[config.mk]
export PLATFORM = sky130hd
export DESIGN_NAME = toast_mem_stage
export DESIGN_NICKNAME = d
export VERILOG_FILES = /design/src/rtl/toast_mem_stage.sv
export SDC_FILE = /design/constraint.sdc
export NUM_CORES = 1
export LEC_CHECK = 0
export CELL_PAD_IN_SITES_DETAIL_PLACEMENT = 2
export CELL_PAD_IN_SITES_GLOBAL_PLACEMENT = 2
export CORE_MARGIN = 4
export CORE_UTILIZATION = 30
export DETAILED_ROUTE_END_ITERATION = 7
export GPL_TIMING_DRIVEN = 0
export PLACE_DENSITY = 0.82
export SLEW_MARGIN = 10
export SYNTH_ARGS = -nofsm -noshare
export SYNTH_HDL_FRONTEND = slang
export SYNTH_SLANG_ARGS = --single-unit
[constraint.sdc]
create_clock -name clk_i -period 2.7 [get_ports clk_i]
set_clock_uncertainty 0.05 [all_clocks]
set_input_delay 0.405 -clock clk_i [delete_from_list [all_inputs] [get_ports clk_i]]
set_output_delay 0.405 -clock clk_i [all_outputs]
set_load 0.05 [all_outputs]
[src/rtl/toast_mem_stage.sv]
// toast_mem_stage: MEM pipeline stage running loads/stores over a req/gnt/rvalid bus,
// with byte lanes, load extension, stall generation and exception flagging.
module toast_mem_stage #(
  parameter int unsigned WAIT_TIMEOUT = 255
) (
  input  logic        clk_i,
  input  logic        resetn_i,
  input  logic        EX_mem_rd_en_i,
  input  logic        EX_mem_wr_en_i,
  input  logic [3:0]  EX_mem_op_i,
  input  logic [31:0] EX_alu_result_i,
  input  logic [31:0] EX_rs2_data_i,
  input  logic        EX_memtoreg_i,
  input  logic        EX_rd_wr_en_i,
  input  logic [4:0]  EX_rd_addr_i,
  input  logic        EX_exception_i,
  output logic        dmem_req_o,
  output logic        dmem_we_o,
  output logic [31:0] dmem_addr_o,
  output logic [3:0]  dmem_be_o,
  output logic [31:0] dmem_wdata_o,
  input  logic        dmem_gnt_i,
  input  logic        dmem_rvalid_i,
  input  logic        dmem_err_i,
  input  logic [31:0] dmem_rdata_i,
  output logic        MEM_stall_o,
  output logic        MEM_rd_wr_en_o,
  output logic [4:0]  MEM_rd_addr_o,
  output logic [31:0] MEM_alu_result_o,
  output logic [31:0] MEM_rd_wr_data_o,
  output logic        MEM_exception_o
);
  typedef enum logic [1:0] {IDLE, REQ, WAIT, DONE} state_t;
  state_t state, state_nx;
  logic [31:0] cnt, rdata_q, w, ld, wdata_nx;
  logic [3:0] be_nx;
  logic [2:0] op_q;
  logic [1:0] a, off_q;
  logic err_q, mem_op, misal, access, fault, exc_nx, to, unused_op;
  assign a = EX_alu_result_i[1:0];
  assign mem_op = EX_mem_rd_en_i | EX_mem_wr_en_i;
  assign misal = mem_op & (EX_mem_op_i[1] ? |a : EX_mem_op_i[0] & a[0]);
  assign access = mem_op & ~EX_exception_i & ~misal;
  assign fault = EX_exception_i | misal;
  assign exc_nx = state == DONE ? err_q : fault;
  assign to = (WAIT_TIMEOUT != 0) && (cnt == WAIT_TIMEOUT - 1);
  assign MEM_stall_o = (state == IDLE && access) || state == REQ || state == WAIT;
  assign dmem_req_o = state == REQ;
  assign unused_op = EX_mem_op_i[3];
  // A timeout in REQ wins over a same-cycle gnt so the request is abandoned cleanly
  always_comb begin
    state_nx = state == IDLE ? (access ? REQ : IDLE) :
               state == REQ  ? (to ? DONE : dmem_gnt_i ? WAIT : REQ) :
               state == WAIT ? (dmem_rvalid_i || to ? DONE : WAIT) : IDLE;
    be_nx = EX_mem_op_i[1] ? 4'b1111 : EX_mem_op_i[0] ? (a[1] ? 4'b1100 : 4'b0011) : 4'b0001 << a;
    wdata_nx = EX_mem_op_i[1] ? EX_rs2_data_i : EX_mem_op_i[0] ? {2{EX_rs2_data_i[15:0]}} : {4{EX_rs2_data_i[7:0]}};
    w = rdata_q >> {off_q, 3'b000};
    ld = op_q[1] ? rdata_q :
         op_q[0] ? {{16{~op_q[2] & w[15]}}, w[15:0]} : {{24{~op_q[2] & w[7]}}, w[7:0]};
  end
  always_ff @(posedge clk_i or negedge resetn_i) begin
    if (!resetn_i) begin
      state <= IDLE;
      cnt <= '0;
      dmem_we_o <= 1'b0;
      dmem_addr_o <= '0;
      dmem_be_o <= '0;
      dmem_wdata_o <= '0;
      op_q <= '0;
      off_q <= '0;
      rdata_q <= '0;
      err_q <= 1'b0;
    end else begin
      state <= state_nx;
      cnt <= (state == REQ || state == WAIT) ? cnt + 1 : '0;
      if (state == IDLE && access) begin
        dmem_we_o <= EX_mem_wr_en_i;
        dmem_addr_o <= {EX_alu_result_i[31:2], 2'b00};
        dmem_be_o <= be_nx;
        dmem_wdata_o <= wdata_nx;
        op_q <= EX_mem_op_i[2:0];
        off_q <= a;
      end
      if (state == IDLE) err_q <= 1'b0;
      else if (state == WAIT && dmem_rvalid_i) begin
        rdata_q <= dmem_rdata_i;
        err_q <= dmem_err_i;
      end else if (to && state != DONE) err_q <= 1'b1;
    end
  end
  always_ff @(posedge clk_i or negedge resetn_i) begin
    if (!resetn_i) begin
      MEM_rd_wr_en_o <= 1'b0;
      MEM_rd_addr_o <= '0;
      MEM_alu_result_o <= '0;
      MEM_rd_wr_data_o <= '0;
      MEM_exception_o <= 1'b0;
    end else if (MEM_stall_o) begin
      MEM_rd_wr_en_o <= 1'b0;
      MEM_exception_o <= 1'b0;
    end else begin
      MEM_rd_addr_o <= EX_rd_addr_i;
      MEM_alu_result_o <= EX_alu_result_i;
      MEM_exception_o <= exc_nx;
      MEM_rd_wr_en_o <= EX_rd_wr_en_i & ~exc_nx;
      MEM_rd_wr_data_o <= (state == DONE && EX_memtoreg_i) ? ld : EX_alu_result_i;
    end
  end
endmodule

* Word-level counts from Yosys, hierarchy flattened
Cells that the tools add are included.
** Storage, ports and cells
- Flip-flop bits (word level) :: 210
- Latch bits :: 0
- Memory bits (writable) :: 0
- ROM bits :: 0
- Input bits :: 115
- Output and inout port bits :: 142
- Logic and storage cells :: 72
- Memories :: 0
** Cells by class
- Add/sub/neg operators :: 1
- Multiply operators :: 0
- Divide/modulo/power cells :: 0
- Magnitude comparators :: 0
- Equal/unequal tests :: 5
- Shifts and indexed selects :: 2
- Muxes and demuxes :: 23
- Bitwise logic cells :: 14
- Reductions and logical operators :: 12
** Operator list (number)
- two-way mux 32 bit :: 6
- adder 32 x 1 -> 32 bit, second input constant :: 1
- == test 32 x 8 -> 1 bit, second input constant :: 1
- >> shifter 32 x 5 -> 16 bit :: 1
- two-way mux 4 bit :: 3
- two-way mux 2 bit :: 5
- two-way mux 1 bit :: 9
- AND 1 bit :: 7
- NOT 1 bit :: 5
- == test 2 bit, second input constant :: 2
- logical AND 1 bit :: 4
- logical OR 1 bit :: 4
- << shifter 1 x 2 -> 4 bit, first input constant :: 1
- nonzero test 3 bit :: 1
- == test 2 x 1 -> 1 bit, second input constant :: 1
- logical NOT 2 bit :: 1
- != test 2 bit, second input constant :: 1
- OR 1 bit :: 2
- AND reduction 2 bit :: 1
- OR reduction 2 bit :: 1

* Logic depth before layout (Yosys ltp)
Gate-level depths: netlist (run 1).
- Word-level depth :: 9
- Depth in mapped cells :: 10
- Depth with buffers taken out :: 7

* Worst setup path before layout (run 1)
OpenSTA, ideal clock, no wires.
- Path kind :: register to output
- Start point :: reg state[1]
- End point :: out MEM_stall_o
- Arrival :: 1.746 ns
- Data required time :: 2.245 ns
- Setup slack :: 0.499 ns
- Stages on the path, launching flop included :: 8
- Path buffers :: 2
- Cell sequence :: dfrtp_1 > inv_1 > ha_1 > nor2_1 > o41a_1 > buf_2 > inv_2 > buf_2
** Between the ends
- Elaborated cells between the ends (all ways) :: 6
- Those cells by class :: eq/ne (2); reduce/logical (4)
** RTL lines
- from (decl) :: RTL line 34 : state_t state, state_nx;
- from (signal assigned) :: RTL line 74 : state <= state_nx;
- == test 2 x 1 -> 1 bit
- named net dmem_req_o :: RTL line 17 : output logic dmem_req_o,
- logical OR 1 bit (2 in series) :: RTL line 47 : assign MEM_stall_o = (state == IDLE && access) || state == REQ || state == WAIT;
- to (decl) :: RTL line 26 : output logic MEM_stall_o,
The timed path passes the listed nets, and every way through them passes these cells.

* Final worst setup path (run 1)
- Start point :: reg state[0]
- End point :: out MEM_stall_o
** Between the ends
- Cells in the longest elaborated chain, start to end :: 4
- Elaborated cells between the ends (all ways) :: 6
- Those cells by class :: eq/ne (2); reduce/logical (4)
** Ends and longest elaborated chain (RTL line)
- logical NOT 2 bit :: 47
- logical AND 1 bit :: 47
- logical OR 1 bit :: 47
- logical OR 1 bit * :: 47
Mark *: on every way between the ends. The rest lies on a longest branch, timed or not.

==> results of run 1 <==
## sequential cells by signal (all words and copies together), names as in the netlist
| signal | cells |
|---|---|
| MEM_alu_result_o | 32 |
| MEM_rd_wr_data_o | 32 |
| cnt | 32 |
| dmem_wdata_o | 32 |
| rdata_q | 32 |
| dmem_addr_o | 30 |
| MEM_rd_addr_o | 5 |
| dmem_be_o | 4 |
| op_q | 3 |
| off_q | 2 |
| state | 2 |
| MEM_exception_o | 1 |
| MEM_rd_wr_en_o | 1 |
| dmem_we_o | 1 |
| err_q | 1 |
## power by group through the flow
| stage | logic [mW] | registers, mW | clock network, mW |
|---|---|---|---|
| 6_report | 4.19 | 4.03 | 3.55 |
| 5_1_grt | 4.45 | 4.10 | 3.77 |
| 4_1_cts | 4.22 | 4.04 | 3.63 |
| 3_5_place_dp | 4.18 | 4.08 | 0 |
| 3_3_place_gp | 4.07 | 4.05 | 0 |
| 2_1_floorplan | 0.974 | 5.54 | 0 |
## final timing paths
path                               startpoint                   to  slack [ns]  cells after the start
setup / recovery                     state[0]          MEM_stall_o        0.08                      8
hold / removal             EX_alu_result_i[1]             off_q[1]        0.27                      3
setup reg to reg                     off_q[1]  MEM_rd_wr_data_o[4]        0.09                      6
hold reg to reg                dmem_addr_o[7]       dmem_addr_o[7]        0.43                      2
max in group asynchronous            resetn_i              cnt[16]        1.47                      3
min in group asynchronous            resetn_i       dmem_addr_o[5]        0.33                      2
## per-layer routing
| metal | routed length (um) | up-vias | part of all wire (%) |
|---|---|---|---|
| met4 | 826 | 0 | 2.1 |
| met3 | 2540 | 50 | 6.4 |
| li1 | - | 4173 | - |
| met5 | 0 | - | 0 |
| met2 | 20400 | 242 | 51 |
| met1 | 16200 | 4665 | 41 |
## synth_stat cells (9+ instances only)
cell type  count
mux2_2        32
inv_1         14
or3_1          9
nand2_1      308
nand3b_1      14
o41ai_1        9
a221oi_1      16
buf_2         18
nand4_1        9
o21ai_0       73
mux2i_1       34
nor2_1        46
a21oi_1       44
nand2b_1      20
dfrtp_1      210
o21ai_1        9
clkbuf_1      45
## layout by cell type, fill, tap and decap left out, types with 9 or more instances in the layout
| cell | n |
|---|---|
| nand2b_1 | 20 |
| buf_2 | 17 |
| nor2_1 | 46 |
| o21ai_1 | 9 |
| nand4_1 | 9 |
| nand3b_1 | 14 |
| or3_1 | 9 |
| dfrtp_1 | 210 |
| clkdlybuf4s50_1 | 246 |
| a21oi_1 | 44 |
| inv_1 | 12 |
| mux2_2 | 32 |
| o41ai_1 | 9 |
| a221oi_1 | 16 |
| clkbuf_16 | 27 |
| mux2i_1 | 34 |
| o21ai_0 | 73 |
| clkbuf_1 | 52 |
| nand2_1 | 308 |
## cell type report
| type | count | area share, % |
|---|---|---|
| Clock buffer | 37 | 5.26 |
| Sequential cell | 210 | 37.7 |
| Tap cell | 442 | 3.97 |
| Buffer | 74 | 2.39 |
| Multi-Input combinational cell | 748 | 30.7 |
| Inverter | 15 | 0.458 |
| Timing Repair Buffer | 254 | 18.5 |
| Antenna cell | 3 | 0.0539 |
| Clock inverter | 8 | 0.871 |
## through the flow
step	utilization, %	power [mW]	instance area, um2	setup TNS [ns]	cells
global placement	39.8	8.12	13000	-1764.92	1739
detailed placement	40.0	8.26	13000	-7.77	1741
floorplan	-	6.52	9910	0	1048
finish	42.8	11.8	13900	0	1791
global route	42.8	12.3	13900	0	1790
CTS	42.8	11.9	13900	-0.0159	1787
## repair_timing
action | in CTS | in global routing
setup endpoints to repair | 13 | 3
hold endpoints to repair | 47 | 0
setup buffers | 1 | 1
gates resized for setup | 15 | 5
hold buffers | 1 | 0
## logic make-up (layout without fill, tap and decap cells)
| logic type | after synthesis | count (layout) | share of synthesized area (%) |
|---|---|---|---|
| other | 1 | 5 | 0.0379 |
| adder cells (fa/ha/maj) | 6 | 6 | 0.758 |
| buffers and inverters | 90 | 388 | 3.94 |
| multiplexers | 68 | 68 | 7.53 |
| XOR/XNOR | 13 | 13 | 1.15 |
| AND/OR/NAND/NOR | 456 | 456 | 20.2 |
| flip-flops | 210 | 210 | 53.1 |
| AO/OA/AOI/OAI | 203 | 203 | 13.3 |
## critical path, delay by kind of cell (launching register included)
family,cells,cell delay (ns)
and+or+nand+nor,1,0.06
buffers and inverters,5,0.69
AOI/OAI and AO/OA,1,0.32
DFF,1,0.41
adders and majority gates,1,0.17
==> impl_metrics.ini, run 1 <==
[global_routing]
grt_busiest_layer = met2
gr-usage-met1_pct = 26.5
gr-total-overflow = 0
grt_usage_pct = 21.8
met2_usage_pct = 39.1
grt_max_degree = 83
gr-usage-met3_pct = 5.67
grt_pass1_vias = 10200
grt_pass1_wl_um = 62200
grt_antenna_before_repair = 3

[sta]
slew_headroom_pct = 47.4
whs_ns = 0.268
hold_viol_final = 0
finalSetupViolCount = 0
worstMarginPinSlew_ns = 0.769
setup_ws_ns = 0.0837
maxClockFrequency_mhz = 382
final.period_utilization_pct = 96.9
rsz0062_at_grt = false
fin_crit_ns = 2.62
slew_violations = 0

[detailed_routing]
vias_per_cell = 5.10
drt_wl_total_um = 40000
drtIter0Drc = 461
drt-pass1-iter-count = 4
wire_per_inst_um = 22.3
num_vias = 9130
antenna_left = 0
drc_errors = 0

[worst_setup_path]
crit_arrival_ns = 2.16
start_kind = flip-flop
path_class = reg2out
critPathCaptureType = output pin
cp_max_fo = 8
path_cells = inv_2 > ha_4 > nand2b_1 > buf_2 > o41a_1 > buf_4 > inv_8 > buf_6
slowest_delay_ns = 0.41
cp.required_ns = 2.25
cp_slowest_cell = dfrtp_1

[layout]
drive_above_1_share_pct = 8.62
multi_input_area_um2 = 4280
layout.area.seq_um2 = 5260
nets = 1450
syn2layout_area_growth_pct = 40.7
n_fill_cell = 3554

[power]
seqPwrFrac_pct = 34.3
ir_drop_uv = 468
p_clk_share_pct = 30.2
combPwrFrac_pct = 35.6
p_per_area_nw_per_um2 = 845
p_sw_mw = 4.61
p_int_mw = 7.16
swShare_pct = 39.2
power.leakage_nw = 6.05

[yosys]
seq_area_frac_synth_pct = 53.1
synthTopCellsByArea = dfrtp_1, nand2_1, o21ai_0
syn_area_per_cell_um2 = 9.46
syn-cell-area_um2 = 9900
synth-seq-cells = 210
async_flop_share_pct = 100
synth_enable_flop_cells = 0
syn_inst = 1047
synth_warnings = 0
ys.flop_type = dfrtp_1
synth_top_area_share_pct = 53.1
yosysTopAreaCell = dfrtp_1
yosysUniqueCellTypes = 57

[floorplanning]
die_area_um2 = 36000
initial_core_util_pct = 30.4
die_x_um = 190
die_y_um = 190
pin_count = 257
rows = 66
coreArea_um2 = 32500

[placed_design]
portBuffers = 249
gp_congestion = 0.834
place_ws_ns = -0.818
hpwlAfterDp_um = 29900

[clock_tree]
cts_buffers = 26
clock_path_buffers = 3
clkLatencyLatePin_ns = 0.53
h-tree-depth = 1
cts_tree = done
cts.sinks = 210
clkTransAtPathRegs_ns = 0.06
cts-root-buf = clkbuf_16

[min_path]
hold_class = in2reg

[flow_run]
drv_cap = 0

[run_status]
status = completed
Note: power is estimated with default switching activity, not from simulation.
==> run 2: changes to the inputs <==
Settings changed: CORE_ASPECT_RATIO set to 2.
==> run 2 against run 1 <==
Clock power grew 1%. Critical path depth is the same. First-iteration DRC count shrank 39%. Largest cell class unchanged. Largest power group unchanged.
==> impl_metrics.ini, run 2 (same netlist as run 1, synthesis figures left out) <==
[layout]
utilization_pct = 43.0
final_design_area_no_fill_um2 = 13900
syn2layout_area_growth_pct = 40.4
final_common_cell = nand2_1
nets = 1445
drive_above_1_share_pct = 8.66
layout_common_cells = nand2_1, clkdlybuf4s50_1, dfrtp_1
final_cells = 1772

[worst_setup_path]
r2r_end = MEM_rd_wr_data_o[1]
cp_max_fo = 8
cp.required_ns = 2.25
critPathCaptureType = output pin
reg2reg_slack_ns = 0.25
crit_arrival_ns = 2.17
start_kind = flip-flop
rr_worst_depth = 6
path_class = reg2out
r2r_start = off_q[1]

[clock_tree]
clock_path_buffers = 3
cts_tree = done
clkTransAtPathRegs_ns = 0.06
clkLatencyLatePin_ns = 0.53
cts_buffers = 22
cts.sinks = 210
cts-root-buf = clkbuf_16
h-tree-depth = 1

[sta]
final.period_utilization_pct = 97.2
rsz0062_at_grt = true
worstMarginPinSlew_ns = 0.752
fin_crit_ns = 2.62
setup_ws_ns = 0.0755
hold_viol_final = 0
finalSetupTns_ns = 0
whs_ns = 0.293
slew_violations = 0
slew_headroom_pct = 49.9
maxClockFrequency_mhz = 381
finalSetupViolCount = 0

[power]
p_per_area_nw_per_um2 = 852
power_mw = 11.8
power.leakage_nw = 6.05
ir_drop_uv = 517

[min_path]
hold_class = in2reg
hold_start = EX_alu_result_i[1]
hold_depth = 3
whs_endpoint = MEM_alu_result_o[1]

[detailed_routing]
drt-pass1-iter-count = 4
drtIter0Drc = 279
drt_wl_total_um = 41300
antenna_left = 0
vias_per_cell = 5.18
wire_per_inst_um = 23.3
drc_errors = 0
num_vias = 9179

[placed_design]
hpwlAfterDp_um = 32100
gp_congestion = 0.906
dp_cells = 1726
place_ws_ns = -0.842
placed_area_um2 = 13000
portBuffers = 249

[floorplanning]
rows = 93
die_y_um = 265
die_x_um = 136
pin_count = 257
coreArea_um2 = 32300
die_area_um2 = 36200
initial_core_util_pct = 30.6

[global_routing]
grt_pass1_wl_um = 63300
grt_max_degree = 101
grt_pass1_vias = 10600
grt_antenna_before_repair = 5
gr-total-overflow = 0
grt_usage_pct = 22.7

[run_status]
status = completed

[flow_run]
drv_cap = 0
==> run 2: cell types whose count changed in the layout (fill, tap and decap cells not counted) <==
cell / delta
clkbuf_2: +1
clkinvlp_4: -1
clkbuf_8: +2
a2111oi_0: +1
a2111oi_1: -1
clkbuf_1: -6
clkinv_4: -1
buf_6: +1
buf_4: -2
diode_2: +2
bufinv_16: +3
clkbuf_16: -4
clkinv_2: +1
==> run 2: critical path, stage by stage, from the launching register on <==
cell	delay (ns)
dfrtp_1	0.41
inv_2	0.10
ha_4	0.16
nand2b_1	0.06
buf_2	0.17
o41a_1	0.36
buf_6	0.17
inv_8	0.06
buf_6	0.15
==> run 2: final cells by class <==
cell class              instances  area [um2]
fillers                      3529       18400
repair buffers                253        2570
flip-flops and latches        210        5260
plain buffers                  74         338
diodes                          5        12.5
multi-input cells             748        4280
inverters                      15        63.8
clock buffers                  30         642
well taps                     427         534
clock inverters                10         200
==> run 2: how the worst max path moves through the flow <==
stage	start	end	cells after the start
6_report	state[1]	MEM_stall_o	8
5_1_grt	state[1]	MEM_stall_o	8
3_5_place_dp	EX_exception_i	MEM_stall_o	8
2_1_floorplan	state[1]	MEM_stall_o	7
4_1_cts	state[0]	MEM_stall_o	8
3_3_place_gp	resetn_i	dmem_addr_o[22]	1
==> run 2: report_power, final <==
group | switching, mW | total [mW] | leakage (nW) | internal (mW)
sequential | 0.387 | 4.05 | 2.67 | 3.66
combinational | 2.86 | 4.20 | 2.96 | 1.34
clock | 1.36 | 3.60 | 0.416 | 2.24
total | 4.61 | 11.8 | 6.05 | 7.24
==> run 2: timing repair <==
item,CTS,global route
gates cloned,0,0
gates resized for setup,16,5
endpoints found under the hold margin,48,0
endpoints found under the setup margin,12,2
setup buffers,1,0
pin swaps,0,0
hold buffers,1,0
==> run 2: metal layers <==
metal,up-vias,share of wire [%],track usage [%]
li1,4154,-,-
met1,4710,32,21.3
met2,229,59,45.6
met3,84,3.8,3.40
met4,2,5.1,11.5
met5,-,0.031,0
==> run 3: changes to the inputs <==
Settings changed: ABC_AREA set to 1, CORE_MARGIN 4 to not set, CORE_UTILIZATION 30 to 28.
==> run 3 against run 2 <==
Maximum frequency increased by 1.9%. Area after synthesis grew 3.6%. First-iteration DRC count is 11% higher. Cell area is 2.4% higher.
==> impl_metrics.ini, run 3 <==
[min_path]
hold_class = in2async

[worst_setup_path]
slowest_delay_ns = 0.64
start_kind = flip-flop
path_cells = inv_1 > ha_1 > nand2_1 > inv_1 > nand2_1 > clkbuf_1 > clkbuf_1 > a21oi_1
cp_max_fo = 10
crit_arrival_ns = 2.92
cp_slowest_cell = clkbuf_1
cp_top_family = buffers and inverters
path_class = reg2reg
crit_buf_inv = 4
cp.required_ns = 3.04
critPathCaptureType = flip-flop

[clock_tree]
h-tree-depth = 1
cts_buffers = 23
cts-root-buf = clkbuf_16
clkLatencyLatePin_ns = 0.55
cts_tree = done
clkTransAtPathRegs_ns = 0.07
clock_path_buffers = 3
cts.sinks = 210

[yosys]
yosys-top-cells-count = nand2_1, dfrtp_1, inv_1
seq_area_frac_synth_pct = 51.2
yosysTopAreaCell = dfrtp_1
ys.flop_type = dfrtp_1
syn_area_per_cell_um2 = 7.60
synth_top_area_share_pct = 51.2
synth_warnings = 0
syn-cell-area_um2 = 10300
synth.most_common_cell = nand2_1
syn_inst = 1349
synthTopCellsByArea = dfrtp_1, nand2_1, inv_1
yosysUniqueCellTypes = 37
synth-seq-cells = 210
async_flop_share_pct = 100
synth_enable_flop_cells = 0

[detailed_routing]
drt_wl_total_um = 45300
antenna_left = 0
drt-pass1-iter-count = 4
drc_errors = 0
num_vias = 10200
wire_per_inst_um = 21.6
drtIter0Drc = 309
vias_per_cell = 4.87

[power]
power_mw = 12.6
p_sw_mw = 5.30
p_clk_share_pct = 27.2
combPwrFrac_pct = 39.4
swShare_pct = 42.1
ir_drop_uv = 551
p_per_area_nw_per_um2 = 885
p_int_mw = 7.31
power.leakage_nw = 6.74
seqPwrFrac_pct = 33.3

[sta]
rsz0062_at_grt = false
finalSetupViolCount = 0
slew_violations = 0
fin_crit_ns = 2.58
hold_viol_final = 0
whs_ns = 0.273
maxClockFrequency_mhz = 388
worstMarginPinSlew_ns = 0.820
final.period_utilization_pct = 95.4
slew_headroom_pct = 45.3

[global_routing]
gr-total-overflow = 0
grt_pass1_vias = 11700
grt_usage_pct = 24.8
grt_pass1_wl_um = 69000
grt_max_degree = 89
grt_antenna_before_repair = 5

[run_status]
status = completed

[placed_design]
hpwlAfterDp_um = 35800
dp_cells = 2055
portBuffers = 253
gp_congestion = 0.910

[floorplanning]
initial_core_util_pct = 28.6
pin_count = 257
die_x_um = 137
rows = 98
coreArea_um2 = 35900
die_area_um2 = 37400
die_y_um = 273

[layout]
multi_input_area_um2 = 4070
nets = 1752
final_cells = 2099
utilization_pct = 39.6
n_fill_cell = 4161
syn2layout_area_growth_pct = 38.9
layout.area.seq_um2 = 5260
final_common_cell = nand2_1
drive_above_1_share_pct = 5.96
layout_common_cells = nand2_1, clkdlybuf4s50_1, dfrtp_1

[flow_run]
drv_cap = 0
==> run 3: changes by cell type in the layout (fill, tap and decap cells not counted), sizes merged, moves of 13 or more <==
cell,previous run,this run
a221oi,16,0
nand2b,20,0
nand4,9,25
inv,15,173
nor3,7,23
clkbuf,74,54
mux2i,34,0
nand2,308,454
mux2,32,7
nand3b,14,1
nand3,8,112
nor2,46,117
==> run 3: kinds of logic (layout without fill, tap and decap cells) <==
group	after synthesis	in the layout	synth area share (%)
muxes	7	7	0.769
xor gates and xnor gates	6	6	0.512
and+or+nand+nor	733	733	29.5
buffers and inverters	234	529	9.21
adders and majority gates	6	6	0.732
DFF	210	210	51.2
AOI/OAI and AO/OA	152	152	8.05
other	1	6	0.0366
==> run 3: layout make-up <==
class	count	share of cell area, %
Antenna cell	4	0.0703
Clock inverter	13	1.25
Inverter	173	4.56
Buffer	60	2.09
Sequential cell	210	36.9
Tap cell	450	3.95
Timing Repair Buffer	257	18.3
Clock buffer	26	4.26
Multi-Input combinational cell	906	28.6
==> run 3: stage by stage <==
step	setup TNS (ns)	area, um2	worst slack, ns
floorplan	0	10300	0.384
global placement	-1780.61	13400	-8.46
detailed placement	-18.15	13400	-1.18
CTS	0	14200	0.0301
global route	0	14200	0.00500
finish	0	14200	0.124
==> run 3: power by group through the flow <==
| stage | combinational [mW] | clock [mW] | sequential, mW |
|---|---|---|---|
| 3_3_place_gp | 4.87 | 0 | 4.22 |
| 3_5_place_dp | 4.99 | 0 | 4.26 |
| 6_report | 4.97 | 3.43 | 4.20 |
| 2_1_floorplan | 1.25 | 0 | 5.93 |
| 4_1_cts | 5.04 | 3.52 | 4.21 |
| 5_1_grt | 5.30 | 3.62 | 4.27 |
==> run 3: what timing repair did <==
action | CTS | global route
setup buffers | 1 | 0
pin swaps | 1 | 0
gates resized for setup | 11 | 2
endpoints found under the setup margin | 72 | 2
hold endpoints to repair | 35 | 0
hold buffers | 1 | 0
cloned | 0 | 0
==> run 3: worst paths after layout <==
kind	from	end	slack (ns)	cells past startpoint
worst max-delay path	state[0]	rdata_q[23]	0.12	8
worst min-delay path	resetn_i	dmem_addr_o[20]	0.27	2
worst max register to register	state[0]	rdata_q[23]	0.12	8
worst min register to register	MEM_alu_result_o[11]	MEM_alu_result_o[11]	0.43	2
max in group asynchronous	resetn_i	dmem_addr_o[4]	1.10	4
min in group clk_i	EX_rd_wr_en_i	MEM_rd_wr_en_o	0.36	3
==> run 3: routing by layer <==
layer	vias up	global-route usage, %	part of all wire, %
li1	4795	-	-
met1	5099	22.8	33
met2	241	50.5	58
met3	92	3.13	3.4
met4	2	13.1	5.7
met5	-	0	0.029
